File: config.mk
export PLATFORM = sky130hd
export DESIGN_NAME = uart_tx
export DESIGN_NICKNAME = d
export VERILOG_FILES = /design/src/rtl/uart_pkg.sv /design/src/rtl/uart_bit_timer.sv /design/src/rtl/uart_tx.sv
export SDC_FILE = /design/constraint.sdc
export NUM_CORES = 1
export LEC_CHECK = 0
export CAP_MARGIN = 20
export CORE_MARGIN = 2
export CORE_UTILIZATION = 56
export DETAILED_ROUTE_END_ITERATION = 8
export PLACE_DENSITY_LB_ADDON = 0.15
export SLEW_MARGIN = 0
export SYNTH_ARGS = -nofsm -noshare
export SYNTH_HDL_FRONTEND = slang
export SYNTH_SLANG_ARGS = --single-unit
File: constraint.sdc
create_clock -name clk -period 2.88 [get_ports clk]
set_input_delay 0.72 -clock clk [delete_from_list [all_inputs] [get_ports clk]]
set_output_delay 0.72 -clock clk [all_outputs]
set_load 0.05 [all_outputs]
File: src/rtl/uart_pkg.sv
// Shared UART definitions: transmit/receive FSM states and parity mode codes.
package uart_pkg;

  typedef enum logic [2:0] {
    ST_IDLE   = 3'd0,
    ST_START  = 3'd1,
    ST_DATA   = 3'd2,
    ST_PARITY = 3'd3,
    ST_STOP   = 3'd4
  } uart_state_e;

  localparam int PAR_NONE = 0;
  localparam int PAR_EVEN = 1;
  localparam int PAR_ODD  = 2;

endpackage

File: src/rtl/uart_bit_timer.sv
// Bit-period timer: counts 0..BIT_TIME-1 and flags the last cycle of each bit.
module uart_bit_timer #(
  parameter int BIT_TIME = 10416
) (
  input  logic clk,
  input  logic rst,
  input  logic clr,
  output logic tick
);

  localparam int CNT_W = (BIT_TIME > 1) ? $clog2(BIT_TIME) : 1;

  logic [CNT_W-1:0] cnt_q, cnt_d;

  always_comb begin
    tick  = (cnt_q == CNT_W'(BIT_TIME - 1));
    cnt_d = (clr || tick) ? '0 : cnt_q + CNT_W'(1);
  end

  always_ff @(posedge clk or posedge rst) begin
    if (rst) cnt_q <= '0;
    else     cnt_q <= cnt_d;
  end

endmodule

File: src/rtl/uart_tx.sv
// UART transmitter: start bit, LSB-first data, optional parity, 1 or 2 stop bits.
module uart_tx
  import uart_pkg::*;
#(
  parameter int BIT_TIME  = 10416,
  parameter int DATA_BITS = 8,
  parameter int PARITY    = 0,
  parameter int STOP_BITS = 1
) (
  input  logic                 clk,
  input  logic                 rst,
  input  logic                 load,
  input  logic [DATA_BITS-1:0] din,
  output logic                 tx,
  output logic                 tx_rdy,
  output logic                 done
);

  localparam int IDX_W = $clog2(DATA_BITS);

  uart_state_e          state_q, state_d;
  logic [DATA_BITS-1:0] shift_q, shift_d;
  logic [IDX_W-1:0]     idx_q, idx_d;
  logic                 stop_cnt_q, stop_cnt_d;
  logic                 parity_q, parity_d;
  logic                 tx_q, tx_d;
  logic                 rdy_q, rdy_d;
  logic                 done_q, done_d;
  logic                 tick;
  logic                 timer_clr;

  assign timer_clr = (state_q == ST_IDLE);

  uart_bit_timer #(
    .BIT_TIME (BIT_TIME)
  ) u_bit_timer (
    .clk  (clk),
    .rst  (rst),
    .clr  (timer_clr),
    .tick (tick)
  );

  always_comb begin
    state_d    = state_q;
    shift_d    = shift_q;
    idx_d      = idx_q;
    stop_cnt_d = stop_cnt_q;
    parity_d   = parity_q;
    done_d     = 1'b0;
    case (state_q)
      ST_IDLE: begin
        if (load && rdy_q) begin
          shift_d    = din;
          parity_d   = (PARITY == PAR_ODD) ? ~(^din) : ^din;
          idx_d      = '0;
          stop_cnt_d = 1'b0;
          state_d    = ST_START;
        end
      end
      ST_START: begin
        if (tick) begin
          idx_d   = '0;
          state_d = ST_DATA;
        end
      end
      ST_DATA: begin
        if (tick) begin
          shift_d = shift_q >> 1;
          idx_d   = idx_q + IDX_W'(1);
          if (idx_q == IDX_W'(DATA_BITS - 1))
            state_d = (PARITY != PAR_NONE) ? ST_PARITY : ST_STOP;
        end
      end
      ST_PARITY: begin
        if (tick) state_d = ST_STOP;
      end
      ST_STOP: begin
        if (tick) begin
          if (stop_cnt_q == 1'(STOP_BITS - 1)) begin
            stop_cnt_d = 1'b0;
            done_d     = 1'b1;
            state_d    = ST_IDLE;
          end else begin
            stop_cnt_d = stop_cnt_q + 1'b1;
          end
        end
      end
      default: state_d = ST_IDLE;
    endcase

    // Line level is decoded from the next state so tx changes on the same edge as the FSM.
    tx_d = 1'b1;
    case (state_d)
      ST_START:  tx_d = 1'b0;
      ST_DATA:   tx_d = shift_d[0];
      ST_PARITY: tx_d = parity_d;
      default:   tx_d = 1'b1;
    endcase
    rdy_d = (state_d == ST_IDLE);
  end

  always_ff @(posedge clk or posedge rst) begin
    if (rst) begin
      state_q    <= ST_IDLE;
      shift_q    <= '0;
      idx_q      <= '0;
      stop_cnt_q <= 1'b0;
      parity_q   <= 1'b0;
      tx_q       <= 1'b1;
      rdy_q      <= 1'b1;
      done_q     <= 1'b0;
    end else begin
      state_q    <= state_d;
      shift_q    <= shift_d;
      idx_q      <= idx_d;
      stop_cnt_q <= stop_cnt_d;
      parity_q   <= parity_d;
      tx_q       <= tx_d;
      rdy_q      <= rdy_d;
      done_q     <= done_d;
    end
  end

  assign tx     = tx_q;
  assign tx_rdy = rdy_q;
  assign done   = done_q;

endmodule

==> reports/results.txt <==
The flow ran to the end, and the final reports show no timing, DRC or antenna violations. Summed over all instances, the cell type with the most area after synthesis is sky130_fd_sc_hd__dfrtp_1. The vertical die dimension was 57.0 um.

Number of nets in the synthesized netlist: 168. The deepest level of the CTS H-tree is 2. The tightest slew margin relative to the limit is 0.624. The capture point of the worst reg-to-reg path was tx$_DFF_PP1_. Critical path depth in cells: 1. The worst register-to-register path begins at u_bit_timer.cnt_q[6]$_DFF_PP0_. The signal on the critical path passes through clkdlybuf4s50_1. Yosys printed 0 warnings.

The number of buffer and inverter instances along the worst setup path is 1, and the maximum clock insertion buffer count is 2. The combined global-route utilization of all metal layers was 0.199; the first-pass GRT wire length was 4900 um. The run gives 0 as the final number of hold-violating endpoints. Leaving out filler cells and counting taps, the final layout contains 205. Relative to the synthesized area, the layout overhead comes to 15.4%.

Combinational power share: 0.220. The count of port buffers added during placement is 13, and the wire length reported by the detailed router is 2750 um. TritonCTS created 5 clock buffers. The count of final max-slew check failures is 0, and the clock latency on the worst-skew pair is 0.34 ns. The average wire per cell in the routed design came out at 13.4 um.

After clock tree synthesis, the repair step resized 0 gates. The first TritonRoute pass finished after 4 iterations. The path class of the tightest hold or removal check is flop to flop. The required time at the worst-slack endpoint is 2.16 ns, and the flop and latch count out of synthesis is 32. In the final design database the tool counted 187 nets. The number of cells traversed by the worst register-to-register path is 5, and the peak fanout along the critical path is 1.

Setup repair after global routing left no endpoint under its margin. For the residual antenna-violating net count after detailed routing, the log shows 0. The maximum clock frequency is 420 MHz.

The critical path endpoint category is a primary output. The number of antenna violations at the first check in global routing was 0; the mean area per synthesized cell was 10.2 um2. The critical path is of the flop to primary output type. The number of hold buffers added after CTS is 0. The run gives 0 ns as the final total negative setup slack. Fraction of power consumed by sequential logic: 0.500.

TritonCTS built the clock tree. Buffers added to address setup during post-CTS repair amount to 0. The proportion of register bits with asynchronous set or reset after synthesis was 1.00; the final number of setup-violating endpoints was 0.

The cell family with the largest share of critical-path delay is buffers and inverters. The logs give 0.580 for the starting utilization of the core area and 0.58 ns for the reg2reg setup slack. The power density over the cells is 653 mW/mm2, and the final critical delay including setup and external delays is 2.38 ns. The worst setup path is launched from a flop. Tracing the worst setup path back leads to its startpoint at tx$_DFF_PP1_. The worst hold path passes through 2 cells. The maximum cell stage delay along the critical path came out at 0.79 ns. Yosys mapped a number of flops with a built-in enable equal to 0. The worst-case IR drop observed on VDD is 0.000511 V.

The width of the die was 57.0 um. Share of layout cells above drive strength 1: 0.0977. The switching power as a share of total power was 0.300; the placed cell count was 197. In the layout the commonest cells are sky130_fd_sc_hd__dfrtp_1, sky130_fd_sc_hd__nand2_1, sky130_fd_sc_hd__nor2_1. Across the run, the number of max-cap violations was 0.

The worst hold path begins at shift_q[3]$_DFFE_PP0P_. The core region is 0.00271 mm2. In this run the count of I/O pins placed on the die edge is 14.

The clock transition time at the flip-flop clock pins of the worst setup and hold paths is 0.10 ns. In the synthesized netlist, the number of instances is 154. The placed cell area was 0.00174 mm2; the total DRC errors in the routed layout was 0. The utilization of the core after routing was 0.670; the total number of placement rows was 19. The number of antenna diodes in the final layout is 0. For this block, the initial DRC count from the detailed router was 21. Yosys attributes the largest share of cell area to sky130_fd_sc_hd__dfrtp_1, sky130_fd_sc_hd__xnor2_1, sky130_fd_sc_hd__nand2_1. The die covers 0.00325 mm2.

Entering global routing, the biggest net connects 33 pins. The analysis attributes to net switching a power of 0.356 mW. The critical path data arrival time is 1.66 ns, and the final standard cell area without fillers is 0.00182 mm2. The via count of the first global-routing pass was 1,139; the share of power burned in the clock network was 0.279. Cell with the largest stage delay on the worst path: sky130_fd_sc_hd__clkdlybuf4s50_1. For the aggregate global routing overflow, the log shows 0. Across all hold checks on the routed design, the worst slack comes to 0.485 ns. The run gives 0.821 nW as the leakage power. The internal portion of the total power is 0.831 mW. Following the worst setup path forward leads to its endpoint at tx.

The congestion estimate from routability-driven global placement came to 0.748. For this run, the leading register cell type out of synthesis is sky130_fd_sc_hd__dfrtp_1. Across the routed clock network, the largest skew measured is 0.0123 ns. The share of the synthesized area in the top cell type was 0.477.

The period utilization was 0.827; the share of synthesized area occupied by flip-flops and latches was 0.511. In the routed layout, each cell is associated on average with a via count of 5.68. The cell sitting at the root of the clock tree is a sky130_fd_sc_hd__clkbuf_4. The number of different library cells used by synthesis comes to 38. The overall via count from detail_route came out at 1,165.

The most frequent standard cell in the layout excluding fill and tap cells is sky130_fd_sc_hd__dfrtp_1. Final HPWL from detailed placement: 1980 um. The tree built by TritonCTS fans out to 32 sinks.

The slew at the pin closest to its max-slew limit is 0.564 ns. The cell area that synthesis handed to floorplanning was 0.00157 mm2.
[power by group through the flow]
stage | Clock (mW) | Sequential, mW | Combinational, mW
after global routing | 0.361 | 0.604 | 0.294
after global placement | 0 | 0.597 | 0.256
after CTS | 0.343 | 0.593 | 0.264
after detailed placement | 0 | 0.602 | 0.263
final | 0.331 | 0.594 | 0.261
after floorplan | 0 | 0.619 | 0.170
[metal layers]
metal / share of wire / up-vias / track usage
li1: - / 586 / -
met1: 0.44 / 552 / 0.243
met2: 0.50 / 22 / 0.327
met3: 0.041 / 5 / 0.0680
met4: 0.017 / 0 / 0.0797
met5: 0 / - / 0
[area by class of cell]
| type | count | area, um2 |
|---|---|---|
| fillers | 213 | 895 |
| repair buffers | 16 | 153 |
| clock inverters | 2 | 35.0 |
| multi-input cells | 114 | 729 |
| well taps | 31 | 38.8 |
| clock buffers | 6 | 41.3 |
| flip-flops and latches | 32 | 803 |
| inverters | 4 | 15.0 |
[cells by family after synthesis]
| group | after synthesis | synth area share |
|---|---|---|
| adder cells (fa/ha/maj) | 3 | 0.0239 |
| AND/OR/NAND/NOR | 65 | 0.209 |
| flip-flops | 32 | 0.511 |
| multiplexers | 1 | 0.00716 |
| AO/OA/AOI/OAI | 27 | 0.123 |
| buffers and inverters | 8 | 0.0255 |
| XOR/XNOR | 18 | 0.100 |
[sequential cells by signal (all words and copies together) (netlist names)]
| name | count |
|---|---|
| state_q | 3 |
| shift_q | 8 |
| done | 1 |
| tx | 1 |
| idx_q | 3 |
| u_bit_timer.cnt_q | 14 |
| tx_rdy | 1 |
| parity_q | 1 |
[cell usage after synthesis (2+ instances only)]
master and count:
sky130_fd_sc_hd__or3_1 3, sky130_fd_sc_hd__inv_1 4, sky130_fd_sc_hd__a22oi_1 6, sky130_fd_sc_hd__xnor2_1 10
sky130_fd_sc_hd__dfstp_2 2, sky130_fd_sc_hd__nand2_1 20, sky130_fd_sc_hd__xor2_1 8, sky130_fd_sc_hd__a21oi_1 4
sky130_fd_sc_hd__dfrtp_1 30, sky130_fd_sc_hd__buf_2 2, sky130_fd_sc_hd__nor3b_1 2, sky130_fd_sc_hd__and3_1 4
sky130_fd_sc_hd__nor2_1 15, sky130_fd_sc_hd__nand2b_1 2, sky130_fd_sc_hd__and2_1 2, sky130_fd_sc_hd__a22o_1 3
sky130_fd_sc_hd__nand3_1 5, sky130_fd_sc_hd__o211ai_1 3, sky130_fd_sc_hd__o21ai_0 4, sky130_fd_sc_hd__ha_1 3
sky130_fd_sc_hd__nand4_1 5
[through the flow]
stage / total power, mW / setup slack [ns]
final: 1.19 / 0.498
after global routing: 1.26 / 0.447
after CTS: 1.20 / 0.470
after detailed placement: 0.865 / 0.603
after global placement: 0.853 / 0.660
after floorplan: 0.789 / 0.659
[how the worst min path moves through the flow]
stage | to | slack [ns]
after global routing | shift_q[0]$_DFF_PP0_ | 0.52
after detailed placement | shift_q[3]$_DFFE_PP0P_ | 0.46
after global placement | shift_q[2]$_DFFE_PP0P_ | 0.46
after CTS | u_bit_timer.cnt_q[0]$_DFF_PP0_ | 0.49
final | shift_q[3]$_DFFE_PP0P_ | 0.48
after floorplan | shift_q[2]$_DFFE_PP0P_ | 0.45
(Power assumes the default switching activity.)
